### src/rtl/bank_isu_pkg.sv
// Shared types and sizing for the bank issue-queue dispatch path.
package bank_isu_pkg;
    localparam int unsigned CHANNEL_NUM     = 3;
    localparam int unsigned PTR_WIDTH       = 8;
    localparam int unsigned MAX_OUTSTANDING = 8;
    localparam int unsigned CNT_WIDTH       = 4;

    typedef logic [1:0]           ch_id_t;
    typedef logic [CNT_WIDTH-1:0] cnt_t;

    typedef enum logic [1:0] {
        IDLE  = 2'd0,
        HOLD  = 2'd1,
        DRAIN = 2'd2
    } dsp_state_e;
endpackage

### src/rtl/bank_isu_dispatch_sched_if.sv
// Candidate, issue, response and drain signals between the scheduler and its neighbours.
interface bank_isu_dispatch_sched_if;
    import bank_isu_pkg::*;

    logic [CHANNEL_NUM-1:0]           ch_req_valid;
    logic [CHANNEL_NUM*PTR_WIDTH-1:0] ch_req_ptr;
    logic [CHANNEL_NUM-1:0]           ch_req_is_read;
    logic                             iss_valid;
    logic                             iss_ready;
    logic [PTR_WIDTH-1:0]             iss_ptr;
    ch_id_t                           iss_ch_id;
    logic                             iss_is_read;
    logic                             iq_dequeue;
    logic [PTR_WIDTH-1:0]             iq_dequeue_ptr;
    logic                             rsp_valid;
    ch_id_t                           rsp_ch_id;
    logic [CHANNEL_NUM-1:0]           channels_credit_release;
    logic                             drain_req;
    logic                             drain_done;
    logic                             err_underflow;

    modport master (
        input  ch_req_valid, ch_req_ptr, ch_req_is_read, iss_ready, rsp_valid, rsp_ch_id,
               drain_req,
        output iss_valid, iss_ptr, iss_ch_id, iss_is_read, iq_dequeue, iq_dequeue_ptr,
               channels_credit_release, drain_done, err_underflow
    );

    modport slave (
        output ch_req_valid, ch_req_ptr, ch_req_is_read, iss_ready, rsp_valid, rsp_ch_id,
               drain_req,
        input  iss_valid, iss_ptr, iss_ch_id, iss_is_read, iq_dequeue, iq_dequeue_ptr,
               channels_credit_release, drain_done, err_underflow
    );
endinterface

### src/rtl/rr_arb.sv
// Combinational N-way round-robin arbiter: first requester at or after ptr wins.
module rr_arb #(
    parameter int unsigned N    = 3,
    parameter int unsigned PtrW = (N > 1) ? $clog2(N) : 1
) (
    input  logic [N-1:0]    req,
    input  logic [PtrW-1:0] ptr,
    output logic [N-1:0]    gnt
);
    int unsigned idx;
    logic        found;

    always_comb begin
        gnt   = '0;
        found = 1'b0;
        idx   = 0;
        for (int unsigned i = 0; i < N; i++) begin
            idx = (32'(ptr) + i) % N;
            if (!found && req[idx]) begin
                gnt[idx] = 1'b1;
                found    = 1'b1;
            end
        end
    end
endmodule

### src/rtl/bank_isu_dispatch_sched.sv
// Per-bank dispatch scheduler: round-robin issue of credit-allowed candidates, outstanding
// read tracking, credit-release pulses and a drain sequence.
module bank_isu_dispatch_sched
    import bank_isu_pkg::*;
(
    input logic                        clk,
    input logic                        rst_n,
    bank_isu_dispatch_sched_if.master  bus
);
    localparam logic [1:0] StIdle  = 2'(IDLE);
    localparam logic [1:0] StHold  = 2'(HOLD);
    localparam logic [1:0] StDrain = 2'(DRAIN);

    logic [1:0]             state_q, state_d;
    logic                   iss_valid_q, iss_valid_d;
    logic [PTR_WIDTH-1:0]   iss_ptr_q, iss_ptr_d;
    ch_id_t                 iss_ch_id_q, iss_ch_id_d;
    logic                   iss_is_read_q, iss_is_read_d;
    ch_id_t                 rr_ptr_q, rr_ptr_d;
    cnt_t                   outst_q [CHANNEL_NUM];
    cnt_t                   outst_d [CHANNEL_NUM];
    logic [CHANNEL_NUM-1:0] release_q;
    logic                   err_q, err_d;

    logic                   hs, arb_en, any_gnt, all_idle, drain_done_c;
    logic [CHANNEL_NUM-1:0] elig, gnt, inc_vec, rsp_vec;
    ch_id_t                 win;

    assign hs = iss_valid_q & bus.iss_ready;

    // The channel handshaking now is masked: its IQ entry leaves at this same edge.
    always_comb begin
        elig = '0;
        for (int c = 0; c < CHANNEL_NUM; c++) begin
            elig[c] = bus.ch_req_valid[c]
                    & ~(hs & (iss_ch_id_q == ch_id_t'(c)))
                    & (~bus.ch_req_is_read[c] | (outst_q[c] < cnt_t'(MAX_OUTSTANDING)));
        end
    end

    rr_arb #(.N(CHANNEL_NUM)) u_rr_arb (
        .req (elig),
        .ptr (rr_ptr_q),
        .gnt (gnt)
    );

    always_comb begin
        win = '0;
        for (int c = 0; c < CHANNEL_NUM; c++) begin
            if (gnt[c]) win = ch_id_t'(c);
        end
    end
    assign any_gnt = |gnt;

    always_comb begin
        state_d       = state_q;
        iss_valid_d   = iss_valid_q;
        iss_ptr_d     = iss_ptr_q;
        iss_ch_id_d   = iss_ch_id_q;
        iss_is_read_d = iss_is_read_q;
        rr_ptr_d      = rr_ptr_q;
        arb_en        = 1'b0;
        drain_done_c  = 1'b0;
        case (state_q)
            StIdle: begin
                if (bus.drain_req) state_d = StDrain;
                else               arb_en  = 1'b1;
            end
            StHold: begin
                if (bus.drain_req) begin
                    state_d = StDrain;
                    if (hs) iss_valid_d = 1'b0;
                end else if (hs) begin
                    arb_en = 1'b1;
                end
            end
            StDrain: begin
                if (hs) iss_valid_d = 1'b0;
                if (!iss_valid_q && all_idle) begin
                    state_d      = StIdle;
                    drain_done_c = 1'b1;
                end
            end
            default: state_d = StIdle;
        endcase
        if (arb_en) begin
            if (any_gnt) begin
                iss_valid_d   = 1'b1;
                iss_ptr_d     = bus.ch_req_ptr[win*PTR_WIDTH +: PTR_WIDTH];
                iss_ch_id_d   = win;
                iss_is_read_d = bus.ch_req_is_read[win];
                rr_ptr_d      = (win == ch_id_t'(CHANNEL_NUM - 1)) ? '0 : win + 2'd1;
                state_d       = StHold;
            end else begin
                iss_valid_d = 1'b0;
                state_d     = StIdle;
            end
        end
    end

    always_comb begin
        inc_vec  = '0;
        rsp_vec  = '0;
        all_idle = 1'b1;
        err_d    = err_q;
        for (int c = 0; c < CHANNEL_NUM; c++) begin
            inc_vec[c] = hs & iss_is_read_q & (iss_ch_id_q == ch_id_t'(c));
            rsp_vec[c] = bus.rsp_valid & (bus.rsp_ch_id == ch_id_t'(c));
            outst_d[c] = outst_q[c];
            if (outst_q[c] != '0) all_idle = 1'b0;
            if (inc_vec[c] && !rsp_vec[c]) begin
                outst_d[c] = outst_q[c] + 4'd1;
            end else if (!inc_vec[c] && rsp_vec[c]) begin
                // A response with nothing outstanding holds the count and flags the error.
                if (outst_q[c] != '0) outst_d[c] = outst_q[c] - 4'd1;
                else                  err_d      = 1'b1;
            end
        end
    end

    always_ff @(posedge clk) begin
        if (!rst_n) begin
            state_q       <= StIdle;
            iss_valid_q   <= 1'b0;
            iss_ptr_q     <= '0;
            iss_ch_id_q   <= '0;
            iss_is_read_q <= 1'b0;
            rr_ptr_q      <= '0;
            release_q     <= '0;
            err_q         <= 1'b0;
            for (int c = 0; c < CHANNEL_NUM; c++) outst_q[c] <= '0;
        end else begin
            state_q       <= state_d;
            iss_valid_q   <= iss_valid_d;
            iss_ptr_q     <= iss_ptr_d;
            iss_ch_id_q   <= iss_ch_id_d;
            iss_is_read_q <= iss_is_read_d;
            rr_ptr_q      <= rr_ptr_d;
            release_q     <= rsp_vec;
            err_q         <= err_d;
            for (int c = 0; c < CHANNEL_NUM; c++) outst_q[c] <= outst_d[c];
        end
    end

    assign bus.iss_valid               = iss_valid_q;
    assign bus.iss_ptr                 = iss_ptr_q;
    assign bus.iss_ch_id               = iss_ch_id_q;
    assign bus.iss_is_read             = iss_is_read_q;
    assign bus.iq_dequeue              = hs;
    assign bus.iq_dequeue_ptr          = iss_ptr_q;
    assign bus.channels_credit_release = release_q;
    assign bus.drain_done              = drain_done_c;
    assign bus.err_underflow           = err_q;
endmodule

### src/flat_wrapper.sv
// flat-port wrapper written by rule: the top's interface ports become plain ports
module bank_isu_dispatch_sched_flat import bank_isu_pkg::*;
  (clk, rst_n, bus_ch_req_valid, bus_ch_req_ptr, bus_ch_req_is_read, bus_iss_ready, bus_rsp_valid, bus_rsp_ch_id, bus_drain_req, bus_iss_valid, bus_iss_ptr, bus_iss_ch_id, bus_iss_is_read, bus_iq_dequeue, bus_iq_dequeue_ptr, bus_channels_credit_release, bus_drain_done, bus_err_underflow);
  bank_isu_dispatch_sched_if bus_i ();
  input logic clk;
  input logic rst_n;
  input wire logic [$bits(bus_i.ch_req_valid)-1:0] bus_ch_req_valid;
  input wire logic [$bits(bus_i.ch_req_ptr)-1:0] bus_ch_req_ptr;
  input wire logic [$bits(bus_i.ch_req_is_read)-1:0] bus_ch_req_is_read;
  input wire logic [$bits(bus_i.iss_ready)-1:0] bus_iss_ready;
  input wire logic [$bits(bus_i.rsp_valid)-1:0] bus_rsp_valid;
  input wire logic [$bits(bus_i.rsp_ch_id)-1:0] bus_rsp_ch_id;
  input wire logic [$bits(bus_i.drain_req)-1:0] bus_drain_req;
  output wire logic [$bits(bus_i.iss_valid)-1:0] bus_iss_valid;
  output wire logic [$bits(bus_i.iss_ptr)-1:0] bus_iss_ptr;
  output wire logic [$bits(bus_i.iss_ch_id)-1:0] bus_iss_ch_id;
  output wire logic [$bits(bus_i.iss_is_read)-1:0] bus_iss_is_read;
  output wire logic [$bits(bus_i.iq_dequeue)-1:0] bus_iq_dequeue;
  output wire logic [$bits(bus_i.iq_dequeue_ptr)-1:0] bus_iq_dequeue_ptr;
  output wire logic [$bits(bus_i.channels_credit_release)-1:0] bus_channels_credit_release;
  output wire logic [$bits(bus_i.drain_done)-1:0] bus_drain_done;
  output wire logic [$bits(bus_i.err_underflow)-1:0] bus_err_underflow;
  assign bus_i.ch_req_valid = bus_ch_req_valid;
  assign bus_i.ch_req_ptr = bus_ch_req_ptr;
  assign bus_i.ch_req_is_read = bus_ch_req_is_read;
  assign bus_i.iss_ready = bus_iss_ready;
  assign bus_i.rsp_valid = bus_rsp_valid;
  assign bus_i.rsp_ch_id = bus_rsp_ch_id;
  assign bus_i.drain_req = bus_drain_req;
  assign bus_iss_valid = bus_i.iss_valid;
  assign bus_iss_ptr = bus_i.iss_ptr;
  assign bus_iss_ch_id = bus_i.iss_ch_id;
  assign bus_iss_is_read = bus_i.iss_is_read;
  assign bus_iq_dequeue = bus_i.iq_dequeue;
  assign bus_iq_dequeue_ptr = bus_i.iq_dequeue_ptr;
  assign bus_channels_credit_release = bus_i.channels_credit_release;
  assign bus_drain_done = bus_i.drain_done;
  assign bus_err_underflow = bus_i.err_underflow;
  bank_isu_dispatch_sched u_core (.clk(clk), .rst_n(rst_n), .bus(bus_i));
endmodule
### config.mk
export PLATFORM = sky130hd
export DESIGN_NAME = bank_isu_dispatch_sched_flat
export DESIGN_NICKNAME = d
export VERILOG_FILES = /design/src/rtl/bank_isu_pkg.sv /design/src/rtl/bank_isu_dispatch_sched_if.sv /design/src/rtl/rr_arb.sv /design/src/rtl/bank_isu_dispatch_sched.sv /design/src/flat_wrapper.sv
export SDC_FILE = /design/constraint.sdc
export NUM_CORES = 1
export LEC_CHECK = 0
export CAP_MARGIN = 30
export CORE_UTILIZATION = 40
export CTS_BUF_LIST = sky130_fd_sc_hd__clkbuf_4
export CTS_CLUSTER_DIAMETER = 60
export DETAILED_ROUTE_END_ITERATION = 8
export PLACE_DENSITY = 0.68
export SLEW_MARGIN = 20
export SYNTH_ARGS = -nofsm -noshare
export SYNTH_HDL_FRONTEND = slang
export SYNTH_SLANG_ARGS = --single-unit
export TNS_END_PERCENT = 20
### constraint.sdc
create_clock -name clk -period 2.8 [get_ports clk]
set_input_delay 0.42 -clock clk [delete_from_list [all_inputs] [get_ports clk]]
set_output_delay 0.42 -clock clk [all_outputs]
set_load 0.02 [all_outputs]
-- Word level (Yosys, flattened, before mapping)
Memories as Yosys holds them, arrays and structs flattened.
Index checks and enable logic that the tools add are counted.
- flip-flop bits (word level): 20
- RAM bits: 12
- output and inout port bits: 26
- word-level logic and storage cells: 170
- memories: 1
- memories (name ; depth ; width ; read ports ; clocked after Yosys merged registers in ; wr ports ; line ; RTL):
    u_core.outst_q ; 3 ; 4 ; 3 ; 0 ; 3 ; bank_isu_dispatch_sched.sv:20 ; cnt_t outst_q [CHANNEL_NUM];
- add/subtract/negate cells: 9
- div/mod/pow operators: 3
- magnitude comparators: 10
- equal/unequal tests: 10
- shift-type cells: 1
- multiplexer cells: 64
- bitwise logic cells: 31
- reductions and logical operators: 33
- operators by type and width (operator ; number):
    32-bit by 1-bit >= comparator with 1-bit output, second input constant ; 3
    32-bit by 3-bit less-than comparator with 1-bit output, second input constant ; 3
    32-bit by 2-bit remainder unit with 32-bit output, second input constant ; 2
    4-bit 2-to-1 mux ; 12
    1-bit 2-to-1 mux ; 34
    2-bit by 2-bit remainder unit with 32-bit output, second input constant ; 1
    24-bit by 6-bit indexed part select with 8-bit output ; 1
    1-bit bitwise AND ; 17
    4-bit by 1-bit adder with 4-bit output, second input constant ; 3
    1-bit logical AND ; 12
    4-bit less-than comparator, second input constant ; 3
    4-bit nonzero test ; 3
    4-bit by 1-bit subtractor with 4-bit output, second input constant ; 3
    2-bit 2-to-1 mux ; 5
    1-bit zero test ; 9
    3-bit 2-to-1 mux ; 3
    1-bit binary-select mux with 2-bit select ; 4
    2-bit equality test, second input constant ; 4
    1-bit demux with 2-bit select ; 3
    2-bit by 1-bit equality test with 1-bit output, second input constant ; 3
    2-bit zero test ; 3
    3-bit by 1-bit inequality test with 1-bit output, second input constant ; 2
    1-bit inverter ; 6
    1-bit OR ; 6
    other kinds (12) ; 16

-- Logic depth before layout (Yosys ltp)
- depth in word-level cells: 18
- gate-level depth with buffers: 12

-- Modules after synthesis
From an unflattened synthesis, not the netlist that was laid out.
- cell total of the unflattened synthesis: 257
- area total of the unflattened synthesis: 2180.8 um^2
- modules (own cells, without submodules) (module ; times used ; cells an instance ; area an instance (um^2)):
    bank_isu_dispatch_sched ; 1 ; 222 ; 1915.6
    rr_arb ; 1 ; 35 ; 265.3

-- Least setup slack after synthesis
Ideal clock, no wire load.
- kind: register to register
- start: reg u_core.iss_valid_q, in the netlist u_core.bus.iss_valid
- end: mem u_core.outst_q[0][3] (netlist name)
- library setup time: 0.128 ns
- arrival time: 2.447 ns
- required time: 2.672 ns
- setup slack: 0.226 ns
- stages on the path, launching flop included: 13
- path buffers: 0
- clock period less this slack: 2.574 ns
- cell sequence: dfxtp_1 -> nand2_1 -> or4_2 -> inv_1 -> ha_1 -> inv_1 -> ha_1 -> a21o_1 -> a21oi_1 -> xnor2_1 -> nand2_1 -> xor2_1 -> nor2_1
- RTL lines (what ; line ; RTL):
    start, declared ; bank_isu_dispatch_sched.sv:15 ; logic iss_valid_q, iss_valid_d;
    start signal, assigned ; bank_isu_dispatch_sched.sv:134 ; iss_valid_q <= iss_valid_d;
    end, declared ; bank_isu_dispatch_sched.sv:20 ;

==> reports/results.md <==
* register — endpoint kind of the worst setup timing path
* 1.06 mW — switching power total
* 63 — total I/O pin count
* 0.260 — proportion of synthesized chip area in sequential cells
* 0.10 ns — Clock Pin Slew Worst Setup and Hold Paths
* 0 — post-route DRC violation count
* 0 — final setup violation count
* u_core.bus.iq_dequeue_ptr[0] — start point of the worst hold path
* in -> reg — category of the most critical setup path
* false — RSZ-0062 raised after global routing
* 0 — overflow left after global routing
* 3230 um2 — summed area of non-filler cells in the final layout
* sky130_fd_sc_hd__dfxtp_1 — prevailing post-synth register cell
* 9700 um — wire length of the first global-routing pass
* 0.105 — clock network power share
* sky130_fd_sc_hd__clkdlybuf4s50_1 — most frequent standard cell in the layout excluding fill and tap cells
* 381 MHz — top achievable clock speed
* 0 — Antenna diodes
* 2 — H-tree lvl count
* 0 — Warnings, synthesis
* 2124 — via count of the first global-routing pass
* 0.33 ns — source-to-sink clock delay at the later pin of the worst-skew pair
* 2.63 ns — time the worst path needs with I/O delays and setup
* 0.906 — routability-driven placement congestion ratio
* 2230 — via total after detailed routing
* 1.42 mW — cell-internal power
* sky130_fd_sc_hd__clkdlybuf4s50_1 (61), sky130_fd_sc_hd__nor2_1 (31), sky130_fd_sc_hd__inv_1 (30), sky130_fd_sc_hd__dfxtp_1 (30), sky130_fd_sc_hd__buf_4 (27) — highest-count cells in the layout ignoring fill and taps
* 2.83 ns — worst endpoint data arrival time
* 0 — count of maximum capacitance violations
* bus_iss_ready — startpoint of the worst setup timing path
* 13.5 um — average detailed-routed wire length per instance
* 0.679 ns — Least-Margin Pin Slew
* 3170 um2 — Placed Area
* 4630 um — detailed placement HPWL
* 62 — count of input and output buffers
* 284 — cell count after synthesis
* 8.40 um2 — Mapped Avg Cell Area
* 0 — number of antenna violations at the first check in global routing
* 0.427 — fraction of power spent switching nets
* 5640 um2 — Core ar.
* 0 ns — final setup TNS
* 0 — number of flops mapped to enable cells by yosys
* 425 — Cell Count Post-Placement
* 433 — final instance count without filler cells
* complete, no violations — result of the run
* 35.2% — area grow syn2layout
* 0.423 — initial cell density of the core
* yes — CTS tree
* 523 — fill cell instance count of the final layout
* 5 — number of CTS-inserted buffers
* 0.572 — end-of-flow core utilization
* 0 — Post-DRT Antenna Nets
* sky130_fd_sc_hd__clkbuf_4 — clk root buf
* 0 — Post-synth ARST share
* 0.938 — final worst-path cycle share
* 0.547 — worst slew margin relative to its limit
* 0.000426 V — maximum resistive drop on vdd
* 767 nW/um2 — Cell Pwr Density
* 2 — crit-path max FO
* 22 — largest net degree at the start of global routing
* 5850 um — Routed WL
* 0.648 — Logic pwr share
* 3.01 ns — critical path required time
* 0.196 — global routing usage summed across all routing layers
* 0.247 — sequential share of power
* 0 — final-report max-slew violation count
* 0.173 ns — smallest setup slack after layout
* 4 — Initial DRT Pass Iterations
* 0 — final hold vios
* 0.00545 ns — setup skew after layout
* -0.174 ns — placement-stage worst setup slack
* 0.480 ns — worst hold slack across all endpoints
* 79.2 um — die outline height
* u_core.bus.iss_is_read — FF-to-FF Start
* 2 — Bufs on Longest Clock Path
* 55 — initial detailed-routing violation count
* 31 — register bit total from synthesis
* 343 — syn nets
* 0.177 — ratio of cells with drive above 1 in the final layout
* 2390 um2 — total standard cell area after synthesis
* 79.2 um — die span in x
* reg -> reg — worst min path class
* 6280 um2 — die outline area
* 27 — # rows
* 419 — final-stage net count
* 62 — count of different cell masters after synthesis
* 31 — clk sink count
* 1.43 nW — Static Leakage
* 2.47 mW — post-layout total power
* 5.15 — ratio of routed vias to standard cells
* input port — critical path startpoint category
-- synthesized netlist by cell type, types with 2 or more instances --
library cell	count	area (um2)
sky130_fd_sc_hd__dfxtp_1	31	621
sky130_fd_sc_hd__nor2_1	31	116
sky130_fd_sc_hd__inv_1	30	113
sky130_fd_sc_hd__nand2_1	23	86.3
sky130_fd_sc_hd__ha_1	19	238
sky130_fd_sc_hd__a21oi_1	14	70.1
sky130_fd_sc_hd__buf_4	12	90.1
sky130_fd_sc_hd__mux2i_1	9	90.1
sky130_fd_sc_hd__o221ai_1	9	78.8
sky130_fd_sc_hd__xnor2_1	9	78.8
sky130_fd_sc_hd__a211o_2	8	80.1
sky130_fd_sc_hd__nand3_1	5	25.0
sky130_fd_sc_hd__a211oi_1	4	30.0
sky130_fd_sc_hd__o21ai_0	4	20.0
sky130_fd_sc_hd__or2_2	4	25.0
sky130_fd_sc_hd__a21o_1	3	22.5
sky130_fd_sc_hd__buf_2	3	15.0
sky130_fd_sc_hd__clkbuf_1	3	11.3
sky130_fd_sc_hd__fa_1	3	60.1
sky130_fd_sc_hd__nand4b_1	3	26.3
sky130_fd_sc_hd__nor3_1	3	15.0
sky130_fd_sc_hd__or4_1	3	22.5
sky130_fd_sc_hd__xor2_1	3	26.3
sky130_fd_sc_hd__a21boi_0	2	15.0
sky130_fd_sc_hd__a31oi_1	2	12.5
sky130_fd_sc_hd__and2_1	2	12.5
sky130_fd_sc_hd__and3_1	2	12.5
sky130_fd_sc_hd__buf_6	2	22.5
sky130_fd_sc_hd__nand2_2	2	12.5
sky130_fd_sc_hd__nand3b_1	2	15.0
sky130_fd_sc_hd__o2111ai_2	2	30.0
sky130_fd_sc_hd__o21ai_1	2	10.0
-- flip-flops by register name, indices dropped and copies added (netlist names) --
register                            count
u_core.bus.channels_credit_release      3
u_core.bus.err_underflow                1
u_core.bus.iq_dequeue_ptr               8
u_core.bus.iss_ch_id                    1
u_core.bus.iss_is_read                  1
u_core.bus.iss_valid                    1
u_core.outst_q                         12
u_core.rr_ptr_q                         2
u_core.state_q                          2
-- per-layer routing --
layer / global-route usage / wire length [um]
met4: 0.0655 / 70
met3: 0.0379 / 215
met1: 0.251 / 2670
met2: 0.328 / 2890
met5: 0 / 0
-- what timing repair did --
action | 4_1_cts | 5_1_grt
buffers inserted | 0 | 0
gates cloned | 0 | 0
gates resized for setup | 2 | 2
hold buffers | 0 | 0
endpoints found under the setup margin | 1 | 1
-- area by class of cell --
type / count / area (um2) / area share
clock inverters: 3 / 15.0 / 0.00465
multi-input cells: 201 / 1500 / 0.466
well taps: 72 / 90.1 / 0.0279
repair buffers: 90 / 842 / 0.261
flip-flops and latches: 31 / 622 / 0.193
inverters: 31 / 116 / 0.0361
clock buffers: 5 / 37.5 / 0.0116
-- power groups by stage --
stage          sequential (mW)  clock [mW]  combinational, mW
2_1_floorplan            0.707           0              0.991
3_3_place_gp             0.616           0               1.58
3_5_place_dp             0.622           0               1.59
4_1_cts                  0.612       0.271               1.60
5_1_grt                  0.626       0.289               1.74
6_report                 0.610       0.259               1.60
-- worst paths after layout --
| path | endpoint | slack, ns | depth (start not counted) |
|---|---|---|---|
| worst max-delay path | u_core.outst_q[0][3] | 0.17 | 13 |
| worst min register to register | u_core.bus.iq_dequeue_ptr[0] | 0.48 | 2 |
| worst max register to register | u_core.outst_q[0][3] | 0.26 | 12 |
| worst min-delay path | u_core.bus.iq_dequeue_ptr[0] | 0.48 | 2 |
-- cells by family after synthesis --
family                   synth area share
XOR/XNOR                           0.0441
AND/OR/NAND/NOR                     0.206
multiplexers                       0.0378
adder cells (fa/ha/maj)             0.125
buffers and inverters               0.112
flip-flops                          0.260
AO/OA/AOI/OAI                       0.215
-- critical path, cell delays in order --
cell,delay (ns)
sky130_fd_sc_hd__clkdlybuf4s50_1,0.48
sky130_fd_sc_hd__nand2_1,0.07
sky130_fd_sc_hd__or4_2,0.55
sky130_fd_sc_hd__inv_1,0.08
sky130_fd_sc_hd__ha_1,0.15
sky130_fd_sc_hd__inv_1,0.06
sky130_fd_sc_hd__ha_1,0.27
sky130_fd_sc_hd__a21o_1,0.18
sky130_fd_sc_hd__a21oi_1,0.18
sky130_fd_sc_hd__xnor2_1,0.14
sky130_fd_sc_hd__nand2_1,0.08
sky130_fd_sc_hd__xor2_1,0.14
sky130_fd_sc_hd__nor2_1,0.05
Note: power is estimated with default switching activity, not from simulation.
